File: src/rtl/uart_pkg.sv
// Shared definitions for the parametrised UART receiver.
//   - rx_state_e : receive FSM states
//   - PAR_*      : parity mode encodings for the PARITY parameter
//   - maj3       : 2-of-3 majority used by the sample voter
//   - params_ok  : legality check applied to the receiver parameters
package uart_pkg;

  typedef enum logic [2:0] {
    ST_IDLE   = 3'd0,
    ST_START  = 3'd1,
    ST_DATA   = 3'd2,
    ST_PARITY = 3'd3,
    ST_STOP   = 3'd4
  } rx_state_e;

  localparam int PAR_NONE = 0;
  localparam int PAR_EVEN = 1;
  localparam int PAR_ODD  = 2;

  // Majority of three samples.
  function automatic logic maj3(input logic [2:0] s);
    return (s[0] & s[1]) | (s[0] & s[2]) | (s[1] & s[2]);
  endfunction

  // True when the receiver parameter set is supported.
  function automatic bit params_ok(input int width, input int os, input int parity,
                                   input int stop_bits, input int msb_first);
    return (width >= 1) && (width <= 16) &&
           (os >= 4) && ((os % 2) == 0) &&
           (parity >= PAR_NONE) && (parity <= PAR_ODD) &&
           ((stop_bits == 1) || (stop_bits == 2)) &&
           ((msb_first == 0) || (msb_first == 1));
  endfunction

endpackage

File: src/rtl/uart_rx_sampler.sv
// Input conditioning and bit timing for the UART receiver.
//   clk_i      system clock
//   rst_i      asynchronous active-high reset
//   rx_si_i    raw serial input (asynchronous, idle high)
//   restart_i  restart the sample counter at 1 (frame start detected)
//   vote_o     majority of the last three synchronised samples
//   fall_o     synchronised 1->0 transition seen this cycle
//   mid_o      sample counter is at the mid-bit position
module uart_rx_sampler
  import uart_pkg::*;
#(
  parameter int OVERSAMPLE = 8
) (
  input  logic clk_i,
  input  logic rst_i,
  input  logic rx_si_i,
  input  logic restart_i,
  output logic vote_o,
  output logic fall_o,
  output logic mid_o
);

  localparam int CW = (OVERSAMPLE > 1) ? $clog2(OVERSAMPLE) : 1;

  logic          sync1_q, sync2_q;
  logic [2:0]    vote_sr_q;
  logic [CW-1:0] cnt_q, cnt_d;

  // Two-flop synchroniser and vote shift register; idle-high reset values.
  always_ff @(posedge clk_i or posedge rst_i) begin
    if (rst_i) begin
      sync1_q   <= 1'b1;
      sync2_q   <= 1'b1;
      vote_sr_q <= 3'b111;
    end else begin
      sync1_q   <= rx_si_i;
      sync2_q   <= sync1_q;
      vote_sr_q <= {vote_sr_q[1:0], sync2_q};
    end
  end

  // Sample counter next state: restart at 1 because the cycle that detected
  // the edge already counts as sample 0 of the start bit.
  always_comb begin
    cnt_d = cnt_q;
    if (restart_i) begin
      cnt_d = CW'(1);
    end else if (cnt_q == CW'(OVERSAMPLE - 1)) begin
      cnt_d = '0;
    end else begin
      cnt_d = cnt_q + CW'(1);
    end
  end

  // Sample counter register.
  always_ff @(posedge clk_i or posedge rst_i) begin
    if (rst_i) begin
      cnt_q <= '0;
    end else begin
      cnt_q <= cnt_d;
    end
  end

  // vote_sr_q[0] holds the previous synchronised sample, so comparing it
  // with sync2_q gives a clean edge detect on the synchronised line.
  assign vote_o = maj3(vote_sr_q);
  assign fall_o = vote_sr_q[0] & ~sync2_q;
  assign mid_o  = (cnt_q == CW'(OVERSAMPLE / 2));

endmodule

File: src/rtl/uart_rx_param.sv
// Parametrised asynchronous serial receiver with one-entry holding register.
//   clk, rst       clock / asynchronous active-high reset
//   en             receiver enable (0 abandons any frame in progress)
//   rx_si          serial input, idle high
//   rx_data_ack    consumer acknowledge of the held frame
//   rx_po          held frame data
//   rx_ready       holding register has an unacknowledged frame
//   rx_busy        frame reception in progress
//   rx_frame_err   held frame had a low stop bit
//   rx_parity_err  held frame had a parity mismatch
//   rx_overrun     a frame was dropped while rx_ready was set
module uart_rx_param
  import uart_pkg::*;
#(
  parameter int WIDTH      = 8,
  parameter int OVERSAMPLE = 8,
  parameter int PARITY     = 0,
  parameter int STOP_BITS  = 1,
  parameter int MSB_FIRST  = 1
) (
  input  logic             clk,
  input  logic             rst,
  input  logic             en,
  input  logic             rx_si,
  input  logic             rx_data_ack,
  output logic [WIDTH-1:0] rx_po,
  output logic             rx_ready,
  output logic             rx_busy,
  output logic             rx_frame_err,
  output logic             rx_parity_err,
  output logic             rx_overrun
);

  if (!params_ok(WIDTH, OVERSAMPLE, PARITY, STOP_BITS, MSB_FIRST)) begin : g_bad_params
    $error("uart_rx_param: unsupported parameter combination");
  end

  localparam int   BCW     = $clog2(WIDTH + 1);
  localparam logic ODD_SEL = (PARITY == PAR_ODD);

  logic vote_s, fall_s, mid_s, restart_s, done_s, done_ferr_s;

  uart_rx_sampler #(
    .OVERSAMPLE(OVERSAMPLE)
  ) u_sampler (
    .clk_i    (clk),
    .rst_i    (rst),
    .rx_si_i  (rx_si),
    .restart_i(restart_s),
    .vote_o   (vote_s),
    .fall_o   (fall_s),
    .mid_o    (mid_s)
  );

  rx_state_e        state_q, state_d;
  logic [BCW-1:0]   bit_cnt_q, bit_cnt_d;
  logic [WIDTH-1:0] shreg_q, shreg_d;
  logic             par_q, par_d;
  logic             perr_q, perr_d;
  logic             ferr_q, ferr_d;
  logic             busy_q, busy_d;

  logic [WIDTH-1:0] po_q, po_d;
  logic             ready_q, ready_d;
  logic             frame_err_q, frame_err_d;
  logic             parity_err_q, parity_err_d;
  logic             overrun_q, overrun_d;

  // Receive FSM next-state: one decision per mid-bit strobe.
  always_comb begin
    state_d     = state_q;
    bit_cnt_d   = bit_cnt_q;
    shreg_d     = shreg_q;
    par_d       = par_q;
    perr_d      = perr_q;
    ferr_d      = ferr_q;
    restart_s   = 1'b0;
    done_s      = 1'b0;
    done_ferr_s = ferr_q | ~vote_s;
    if (!en) begin
      state_d = ST_IDLE;
    end else begin
      case (state_q)
        ST_IDLE: begin
          if (fall_s) begin
            state_d   = ST_START;
            restart_s = 1'b1;
            bit_cnt_d = '0;
            par_d     = 1'b0;
            perr_d    = 1'b0;
            ferr_d    = 1'b0;
          end else begin
            state_d = ST_IDLE;
          end
        end
        ST_START: begin
          if (mid_s) begin
            // A high mid-bit vote means the edge was a glitch.
            state_d = vote_s ? ST_IDLE : ST_DATA;
          end else begin
            state_d = ST_START;
          end
        end
        ST_DATA: begin
          if (mid_s) begin
            if (MSB_FIRST != 0) begin
              shreg_d = (shreg_q << 1) | WIDTH'(vote_s);
            end else begin
              shreg_d = (shreg_q >> 1) | (WIDTH'(vote_s) << (WIDTH - 1));
            end
            par_d = par_q ^ vote_s;
            if (bit_cnt_q == BCW'(WIDTH - 1)) begin
              bit_cnt_d = '0;
              state_d   = (PARITY != PAR_NONE) ? ST_PARITY : ST_STOP;
            end else begin
              bit_cnt_d = bit_cnt_q + BCW'(1);
            end
          end else begin
            state_d = ST_DATA;
          end
        end
        ST_PARITY: begin
          if (mid_s) begin
            perr_d    = ((par_q ^ vote_s) != ODD_SEL);
            bit_cnt_d = '0;
            state_d   = ST_STOP;
          end else begin
            state_d = ST_PARITY;
          end
        end
        ST_STOP: begin
          if (mid_s) begin
            if (!vote_s) begin
              ferr_d = 1'b1;
            end else begin
              ferr_d = ferr_q;
            end
            // Complete at mid-bit of the last stop bit so a following start
            // edge is not missed.
            if (bit_cnt_q == BCW'(STOP_BITS - 1)) begin
              done_s  = 1'b1;
              state_d = ST_IDLE;
            end else begin
              bit_cnt_d = bit_cnt_q + BCW'(1);
            end
          end else begin
            state_d = ST_STOP;
          end
        end
        default: begin
          state_d = ST_IDLE;
        end
      endcase
    end
    busy_d = (state_d != ST_IDLE);
  end

  // Receive FSM and frame assembly registers.
  always_ff @(posedge clk or posedge rst) begin
    if (rst) begin
      state_q   <= ST_IDLE;
      bit_cnt_q <= '0;
      shreg_q   <= '0;
      par_q     <= 1'b0;
      perr_q    <= 1'b0;
      ferr_q    <= 1'b0;
      busy_q    <= 1'b0;
    end else begin
      state_q   <= state_d;
      bit_cnt_q <= bit_cnt_d;
      shreg_q   <= shreg_d;
      par_q     <= par_d;
      perr_q    <= perr_d;
      ferr_q    <= ferr_d;
      busy_q    <= busy_d;
    end
  end

  // Holding register next-state: load, drop-with-overrun, or acknowledge.
  always_comb begin
    po_d         = po_q;
    ready_d      = ready_q;
    frame_err_d  = frame_err_q;
    parity_err_d = parity_err_q;
    overrun_d    = overrun_q;
    if (done_s) begin
      if (!ready_q || rx_data_ack) begin
        po_d         = shreg_q;
        ready_d      = 1'b1;
        frame_err_d  = done_ferr_s;
        parity_err_d = perr_q;
        // An ack in the same cycle still retires any earlier overrun.
        if (ready_q) begin
          overrun_d = 1'b0;
        end else begin
          overrun_d = overrun_q;
        end
      end else begin
        overrun_d = 1'b1;
      end
    end else if (ready_q && rx_data_ack) begin
      ready_d      = 1'b0;
      frame_err_d  = 1'b0;
      parity_err_d = 1'b0;
      overrun_d    = 1'b0;
    end else begin
      ready_d = ready_q;
    end
  end

  // Holding register and status flags.
  always_ff @(posedge clk or posedge rst) begin
    if (rst) begin
      po_q         <= '0;
      ready_q      <= 1'b0;
      frame_err_q  <= 1'b0;
      parity_err_q <= 1'b0;
      overrun_q    <= 1'b0;
    end else begin
      po_q         <= po_d;
      ready_q      <= ready_d;
      frame_err_q  <= frame_err_d;
      parity_err_q <= parity_err_d;
      overrun_q    <= overrun_d;
    end
  end

  assign rx_po         = po_q;
  assign rx_ready      = ready_q;
  assign rx_busy       = busy_q;
  assign rx_frame_err  = frame_err_q;
  assign rx_parity_err = parity_err_q;
  assign rx_overrun    = overrun_q;

endmodule

File: config.mk
export PLATFORM = sky130hd
export DESIGN_NAME = uart_rx_param
export DESIGN_NICKNAME = d
export VERILOG_FILES = /design/src/rtl/uart_pkg.sv /design/src/rtl/uart_rx_sampler.sv /design/src/rtl/uart_rx_param.sv
export SDC_FILE = /design/constraint.sdc
export NUM_CORES = 1
export LEC_CHECK = 0
export CORE_ASPECT_RATIO = 0.8
export CORE_MARGIN = 1.5
export CORE_UTILIZATION = 50
export DETAILED_ROUTE_END_ITERATION = 8
export GPL_ROUTABILITY_DRIVEN = 0
export PLACE_DENSITY = 0.74
export SLEW_MARGIN = 40
export SYNTH_ARGS = -nofsm -noshare
export SYNTH_HDL_FRONTEND = slang
export SYNTH_HIERARCHICAL = 1
export SYNTH_SLANG_ARGS = --single-unit
File: constraint.sdc
create_clock -name clk -period 2.17 [get_ports clk]
set_clock_uncertainty 0.15 [all_clocks]
set_input_delay 0.217 -clock clk [delete_from_list [all_inputs] [get_ports clk]]
set_output_delay 0.217 -clock clk [all_outputs]
set_load 0.005 [all_outputs]
* Yosys cells after proc, flatten, opt, wreduce, memory -nomap -nowiden
Cells that the tools add are included.
** Operators by class
- Add/sub/neg operators :: 2
- Equality and inequality tests :: 15
- Muxes and demuxes :: 43
- Bitwise operators :: 11
- Reduce and logical (&&, ||, !) cells :: 19
** Operators by type and width (number)
- $mux 3 :: 8
- $mux 4 :: 6
- $mux 1 :: 22
- $pmux 4 s4 :: 1
- $pmux 3 s5 :: 1
- $ne 2x2->1 const B :: 6
- $eq 3x3->1 const B :: 3
- $or 8x1->8 :: 1
- $reduce_and 4->1 :: 2
- $reduce_bool 2->1 :: 4
- $reduce_and 7->1 :: 1
- $eq 3x2->1 const B :: 2
- $pmux 1 s2 :: 3
- $reduce_and 2->1 :: 3
- $reduce_and 5->1 :: 1
- $add 4x1->4 const B :: 1
- $and 1x1->1 :: 4
- $eq 4x3->1 const B :: 1
- $logic_not 4->1 :: 1
- $mux 2 :: 2
- $reduce_bool 4->1 :: 1
- $add 3x1->3 const B :: 1
- $eq 3x1->1 const B :: 1
- $logic_not 3->1 :: 1
- 10 further kinds :: 13
** Word-level totals
- Register bits :: 39
- Input port bits :: 5
- Output and inout bits :: 13
- Word-level logic and storage cells :: 106

* Logic depth before layout (Yosys ltp)
Gate-level depths: netlist (run 1).
- Word-level depth :: 8
- Mapped depth :: 7
- Depth with buffers taken out :: 7

* By module
The synthesis (run 1) kept the hierarchy.
** Modules (own cells, without submodules)
- uart_rx_param :: times used 1, cells an instance 131, area each 1529.0 um^2, sequential area each 775.7 um^2
- uart_rx_sampler :: times used 1, cells an instance 20, area each 299.0 um^2, sequential area each 206.4 um^2

* Worst setup path after synthesis (run 1)
No wires, ideal clock.
- Path type :: reg-to-reg
- Start point :: register u_sampler.cnt_q[0]
- End point :: register bit_cnt_q[0]
- Setup time :: 0.079 ns
- Data arrival time :: 1.896 ns
- Required time :: 1.941 ns
- Setup slack :: 0.045 ns
- Cell stages (with the launch flop) :: 7
- Buffers on the path :: 0
- Period minus slack after synthesis :: 2.125 ns
- Path through :: dfrtp_1 > inv_1 > ha_1 > and2_1 > or4b_2 > a21oi_1 > mux2i_1
** On the way
- Longest elaborated chain between the ends :: 3
- Elaborated cells between the ends (all ways) :: 5
- Classes of those cells :: 4 x eq/ne; 1 x reduce/logical
** RTL lines
- from (decl) :: RTL line uart_rx_sampler.sv:27 : logic [CW-1:0] cnt_q, cnt_d;
- from (signal assigned) :: RTL line uart_rx_sampler.sv:60 : cnt_q <= cnt_d;
- $eq 3x3->1 (*) :: RTL line uart_rx_sampler.sv:68 : assign mid_o = (cnt_q == CW'(OVERSAMPLE / 2));
- named net mid_s :: RTL line uart_rx_param.sv:41 : logic vote_s, fall_s, mid_s, restart_s, done_s, done_ferr_s;
- $ne 2x2->1 (no source line)
- $reduce_and 7->1 (no source line) (*)
- to (signal assigned) :: RTL line uart_rx_param.sv:170 : bit_cnt_q <= bit_cnt_d;
- to (decl) :: RTL line uart_rx_param.sv:56 : logic [BCW-1:0] bit_cnt_q, bit_cnt_d;
The timed path passes the listed nets; every way through them passes the cells marked *.
A chain may end at the register's enable or synchronous reset.

* Worst setup path in the final report (run 1)
- Start point :: register state_q[0]
- End point :: register perr_q
** On the way
- Longest elaborated chain between the ends :: 3
- Elaborated cells between the ends (all ways) :: 7
- Classes of those cells :: 3 x eq/ne; 1 x mux; 3 x reduce/logical
** RTL lines
- from (decl) :: RTL line uart_rx_param.sv:55 : rx_state_e state_q, state_d;
- from (signal assigned) :: RTL line uart_rx_param.sv:169 : state_q <= state_d;
- $eq 3x2->1 or $logic_not 3->1 (tied branches) :: RTL line uart_rx_param.sv:83 : case (state_q)
- $ne 2x2->1 (no source line) or $reduce_bool 2->1 (tied branches)
- $reduce_and 4->1 (no source line)
- to (signal assigned) :: RTL line uart_rx_param.sv:173 : perr_q <= perr_d;
- to (decl) :: RTL line uart_rx_param.sv:59 : logic perr_q, perr_d;
Several ways; a longest one is shown, not always the timed one.

==> results of run 1 <==
## per-layer routing
metal  GRT usage  vias up  part of all wire
met4      0.0566        0             0.014
met1       0.227      641              0.42
li1            -      615                 -
met3      0.0477        6             0.037
met5           0        -                 0
met2       0.358       31              0.53
## path summary, 6_finish.rpt
check,depth (start not counted),end,slack [ns]
max,6,perr_q$_DFFE_PP0P_,0.11
min,2,u_sampler/cnt_q[0]$_DFF_PP0_,0.04
max reg2reg,6,perr_q$_DFFE_PP0P_,0.11
min reg2reg,0,u_sampler/sync2_q$_DFF_PP1_,0.21
max in group asynchronous,3,shreg_q[6]$_DFFE_PP0P_,1.38
min in group clk,1,u_sampler/sync1_q$_DFF_PP1_,0.19
## stage by stage
step	worst slack, ns	instance area, um^2	hold slack, ns
final	0.106	2280	0.0428
after CTS	-0.0132	2240	0.0455
after global routing	-0.0283	2280	0.0731
after floorplan	0.0449	1830	-0.121
after global placement	0.0381	2120	0.198
after detailed placement	-0.0722	2120	0.200
## kinds of logic (layout without fill, tap and decap cells)
logic type / after synthesis / after routing
flip-flops: 39 / 39
buffers and inverters: 14 / 47
AO/OA/AOI/OAI: 30 / 30
adder cells (fa/ha/maj): 6 / 6
AND/OR/NAND/NOR: 40 / 40
multiplexers: 20 / 20
XOR/XNOR: 2 / 2
## power by group through the flow
stage | logic (uW) | clock network, uW | registers, uW
floorplan | 164 | 0 | 821
global placement | 226 | 0 | 826
detailed placement | 241 | 0 | 832
CTS | 245 | 626 | 818
global route | 294 | 661 | 825
finish | 257 | 607 | 819
## synth_stat cells, drive strengths merged, types with 2 or more instances
cell / count / area (um^2)
or4: 2 / 15.0
nor3: 2 / 15.0
a211oi: 3 / 22.5
a32oi: 2 / 17.5
buf: 2 / 12.5
ha: 5 / 62.6
nor3b: 2 / 26.3
o31ai: 4 / 30.0
mux2: 16 / 180
nand2: 8 / 37.5
inv: 11 / 41.3
nor2b: 6 / 37.5
nor4: 2 / 12.5
nand2b: 6 / 37.5
a21oi: 5 / 25.0
dfrtp: 34 / 851
mux2i: 4 / 40.0
o21ai: 4 / 20.0
xnor2: 2 / 17.5
o2bb2ai: 2 / 17.5
nor2: 4 / 15.0
dfstp: 5 / 131
## layout make-up
cell class | instances | area [um^2]
Fill cell | 257 | 1190
Sequential cell | 39 | 982
Multi-Input combinational cell | 98 | 836
Timing Repair Buffer | 28 | 256
Clock buffer | 5 | 68.8
Tap cell | 42 | 52.6
Clock inverter | 3 | 46.3
Inverter | 11 | 41.3
## state kept, by name (all words and copies together), names as in the netlist, 3 cells and up
register,cells
u_sampler/cnt_q,3
state_q,3
rx_po,8
bit_cnt_q,4
u_sampler/vote_sr_q,3
shreg_q,8
## critical path, stage by stage (launching register included)
cell      delay (ns)
dfrtp_1         0.49
buf_4           0.22
or4_1           0.52
o311ai_2        0.10
buf_4           0.21
o32a_1          0.16
o22ai_1         0.07
## layout by cell type, fill, tap and decap left out, types with 2 or more instances in the layout
| cell type | n |
|---|---|
| a211oi_1 | 2 |
| dfstp_2 | 5 |
| nor2_1 | 4 |
| mux2i_1 | 4 |
| nand2b_1 | 5 |
| buf_4 | 10 |
| nor2b_1 | 6 |
| inv_1 | 11 |
| xnor2_1 | 2 |
| o21ai_0 | 4 |
| clkdlybuf4s50_1 | 17 |
| ha_1 | 5 |
| o2bb2ai_1 | 2 |
| a32oi_1 | 2 |
| mux2_2 | 16 |
| dfrtp_1 | 34 |
| or4_1 | 2 |
| nand2_1 | 7 |
| nor4_1 | 2 |
| a21oi_1 | 4 |
| clkbuf_8 | 5 |
| o31ai_1 | 4 |
## timing repair
| action | 4_1_cts | 5_1_grt |
|---|---|---|
| pin swaps | 0 | 1 |
| resized for setup | 1 | 8 |
| buffers inserted | 0 | 0 |
| hold buffers | 0 | 0 |
| endpoints found under the setup margin | 3 | 6 |
==> metrics.md, run 1 <==
| Metric | Value |
|---|---|
| Outcome | `finished clean` |
| Worst reg2reg startpoint | `state_q[0]$_DFF_PP0_` |
| Synth Instances | `151` |
| Max cap viols | `0` |
| Vias in the first global route | `1392` |
| Combinational power share | `0.153` |
| Ys async rst share | `1.00` |
| Antenna cells | `0` |
| Clock share of power | `0.361` |
| EDFF count, synth | `0` |
| Syn_area_per_cell | `12.1 um^2` |
| Worst Setup Start Kind | `flip-flop` |
| Clock buffers created by TritonCTS | `5` |
| Number of I/O pins | `18` |
| Slew Limit Fails | `0` |
| Largest family of logic cells by synthesized area | `simple AND/OR/NAND/NOR gates` |
| Max-slew headroom | `0.666` |
| GRT Util Overall | `0.194` |
| Worst-path fanout max | `9` |
| Adder-cell share of the synthesized area | `0.0404` |
| Yosys Warn Count | `6` |
| Initial antenna violation count | `0` |
| Clk sinks | `39` |
| # nets final | `193` |
| Post-route ant nets | `0` |
| Vias per cell | `5.72` |
| Crit Path Class | `flip-flop to flip-flop` |
| Internal power | `1250 uW` |
| Synth cell types | `46` |
| First-pass GRT wire length | `6090 um` |
| CTS tree | `done` |
| Initial core utilization | `0.527` |
| Final wirelength | `3570 um` |
| PD cells | `737 nW/um^2` |
| Clock root cell | `clkbuf_8` |
| Initial DRC Count | `62` |
| Die height | `roughly 57 um` |
| Htree depth | `2` |
| DP Wirelength | `2630 um` |
| Part of the power in registers | `0.486` |
| Post-synthesis compound-gate area fraction | `0.118` |
| Total Power | `1680 uW` |
| Leakage | `0.00101 uW` |
| Remaining Overflow, GRT | `0` |
| Syn_nets | `between 150 and 200` |
| DR vias | `1293` |
| Residual DRC count | `0` |
| Synth Area in XOR/XNOR | `0.00958` |
| PortBufs | `17` |
| Mux cell area share after synthesis | `0.120` |
| Final worst path period share | `0.951` |
| Worst EP arrival | `~2.1 ns` |
| Sw Ratio | `0.257` |
| #FFs+latches synth | `39` |
| Bufs on Longest Clock Path | `2` |
| Share of layout cells above drive strength 1 | `0.283` |
| Primary FF master, synth | `dfrtp_1` |
| CP Capture Type | `flip-flop` |
| Clock transition at path regs | `approximately 0.080 ns` |
| Layout area overhead | `24.9%` |
| Width of the die | `between 70 and 80 um` |
| CP Launch Point | `state_q[0]$_DFF_PP0_` |
| Placed Instances | `218` |
| Core area | `3470 um^2` |
| Setup TNS | `0 ns` |
| Fin. Hold Viols | `0` |
| Worst Tran Pin Value | `0.496 ns` |
| Simple-Gate Fraction of Synth Area | `0.143` |
| Largest net degree at the start of global routing | `32` |
| Die ar. | `around 4000 um^2` |
| Drt first pass iters | `4` |
| Setup-failing EPs final | `0` |
| Max rail drop VDD | `600 uV` |
| Worst skew pair latency | `0.29 ns` |
| Drt wl/cell | `15.8 um` |
| Achievable Freq | `between 400 and 500 MHz` |
| Switching power | `roughly 430 uW` |
| Hold Crit Class | `input pin to asynchronous set/reset pin` |
| Post-synthesis sequential area ratio | `0.537` |
| Fin util | `0.658` |
| Mapped Area | `1830 um^2` |
| CP Data Required Time | `between 2 and 2.5 ns` |
| Post-route insts no fill | `approximately 230` |
| Site Rows | `19` |
| Crit path time final | `around 2.1 ns` |
(Power assumes the default switching activity.)
==> inputs of run 2 (changes only) <==
PLACE_DENSITY = not set   (was 0.74)
PLACE_DENSITY_LB_ADDON = 0.15   (was not set)
==> metrics.md, run 2 (synthesis gave the netlist of run 1 again) <==
| Metric | Value |
|---|---|
| Drt first pass iters | `4 (unchanged)` |
| Worst reg2reg startpoint | `state_q[0]$_DFF_PP0_` |
| Bufs on Longest Clock Path | `2 (unchanged)` |
| Max-slew headroom | `0.655 (-0.0111)` |
| Worst-path fanout max | `10 (+1)` |
| Core area | `3470 um^2 (unchanged)` |
| Post-route ant nets | `0 (unchanged)` |
| Vias in the first global route | `1358 (-2.4%)` |
| Leakage | `0.000996 uW (-1.6%)` |
| Clock transition at path regs | `0.07 ns (about the same)` |
| DR vias | `1298 (+0.39%)` |
| Worst r2r dst | `perr_q$_DFFE_PP0P_` |
| Clk sinks | `39 (unchanged)` |
| Largest net degree at the start of global routing | `32 (unchanged)` |
| Remaining Overflow, GRT | `0 (unchanged)` |
| Drt wl/cell | `15.0 um (-5.2%)` |
| FILL cells | `265 (+3.1%)` |
| Setup TNS | `0 ns (unchanged)` |
| Die ar. | `4030 um^2 (unchanged)` |
| Final worst path period share | `0.951 (about the same)` |
| Htree depth | `2 (unchanged)` |
| Crit Path Class | `flip-flop to flip-flop` |
| Hold Crit Class | `input pin to asynchronous set/reset pin` |
| CP Capture Type | `flip-flop` |
| Fin. Hold Viols | `0 (unchanged)` |
| Worst-case reg-to-reg path depth | `6 (unchanged)` |
| Layout area overhead | `22.9%` |
| Most common cell after layout, fill and taps aside | `dfrtp_1` |
| Post-CTS Hold Buffers | `0 (unchanged)` |
| Initial antenna violation count | `0 (unchanged)` |
| # nets final | `191 (-1.0%)` |
| RSZ-0062 raised after global routing | `no` |
| Antenna cells | `0 (unchanged)` |
| Worst setup path end | `perr_q$_DFFE_PP0P_` |
| PD cells | `716 nW/um^2 (-2.8%)` |
| CP Data Required Time | `2.19 ns (about the same)` |
| Initial DRC Count | `69 (+11%)` |
| Vias per cell | `5.79 (+1.3%)` |
| Slew Limit Fails | `0 (unchanged)` |
| Number of I/O pins | `18 (unchanged)` |
| Site Rows | `19 (unchanged)` |
| Die height | `57.1 um (unchanged)` |
| Max rail drop VDD | `584 uV (-2.7%)` |
| Most frequent cells in the layout | `dfrtp_1, clkdlybuf4s50_1, mux2_2, inv_1, buf_4` |
| Worst EP arrival | `2.08 ns (about the same)` |
| PortBufs | `17 (unchanged)` |
| Share of layout cells above drive strength 1 | `0.269 (-0.0134)` |
| DP Wirelength | `2340 um (-11%)` |
| Max cap viols | `0 (unchanged)` |
| GRT Util Overall | `0.184 (-0.0102)` |
| Worst skew pair latency | `0.29 ns (about the same)` |
| Post-route insts no fill | `224 (-0.88%)` |
| Achievable Freq | `485 MHz (about the same)` |
| Clock buffers created by TritonCTS | `5 (unchanged)` |
| CP Launch Point | `state_q[0]$_DFF_PP0_` |
| Placed Instances | `215 (-1.4%)` |
| Residual DRC count | `0 (unchanged)` |
| Outcome | `finished clean` |
| Reg2Reg Setup Slack | `0.11 ns (about the same)` |
| Worst Tran Pin Value | `0.513 ns (+0.0165 ns)` |
| Initial core utilization | `0.527 (unchanged)` |
| Total Power | `1610 uW (-4.4%)` |
| Crit path time final | `2.06 ns (-0.000616 ns)` |
| CTS tree | `done` |
| Worst Setup Start Kind | `flip-flop` |
| Final wirelength | `3350 um (-6.1%)` |
| Clock root cell | `clkbuf_8` |
| Width of the die | `70.6 um (unchanged)` |
| Setup-failing EPs final | `0 (unchanged)` |
| First-pass GRT wire length | `5900 um (-3.2%)` |
-- run 2: final cells by class --
| type | count | area [um^2] | share of cell area |
|---|---|---|---|
| timing repair buffer | 26 | 238 | 0.106 |
| sequential | 39 | 982 | 0.437 |
| inverter | 11 | 41.3 | 0.0184 |
| clock inverter | 1 | 7.51 | 0.00334 |
| multi-input combinational | 98 | 828 | 0.369 |
| tap | 42 | 52.6 | 0.0234 |
| clock buffer | 7 | 96.3 | 0.0429 |
-- run 2: where the power goes --
part	internal, uW	switching, uW
Sequential	782	34.6
Combinational	119	136
Clock	289	248
Total	1190	419
-- run 2: worst min-delay path by stage --
stage	startpoint	end
final	rst	u_sampler/cnt_q[2]$_DFF_PP0_
after detailed placement	u_sampler/sync1_q$_DFF_PP1_	u_sampler/sync2_q$_DFF_PP1_
after global routing	rst	u_sampler/cnt_q[0]$_DFF_PP0_
after CTS	rst	u_sampler/cnt_q[2]$_DFF_PP0_
after global placement	u_sampler/sync1_q$_DFF_PP1_	u_sampler/sync2_q$_DFF_PP1_
after floorplan	rst	u_sampler/cnt_q[0]$_DFF_PP0_
-- run 2: worst max-delay path, cell delays in order (launching register included) --
cell and delay [ns]:
dfrtp_1 0.48, buf_4 0.22, or4_1 0.52, o311ai_2 0.10, buf_4 0.21, o32a_1 0.18, o22ai_1 0.08
-- run 2: through the flow --
step,util,instance area [um^2],hold slack (ns),setup WS (ns)
after floorplan,-,1830,-0.121,0.0449
after global placement,0.603,2090,0.199,0.0250
after detailed placement,0.603,2090,0.197,-0.143
after CTS,0.640,2220,0.0441,0.0954
after global routing,0.647,2250,0.0585,0.00633
final,0.647,2250,0.0335,0.107
-- run 2: layer usage --
layer / GRT usage / share of wire / wire length [um] / vias up
met1: 0.229 / 0.44 / 1470 / 647
met2: 0.315 / 0.50 / 1690 / 39
li1: - / - / - / 605
met5: 0 / 0 / 0 / -
met3: 0.0442 / 0.044 / 148 / 7
met4: 0.0701 / 0.014 / 48 / 0
-- run 2: what timing repair did --
action,4_1_cts,5_1_grt
setup endpoints to repair,4,15
setup buffers,0,1
gates resized for setup,4,3
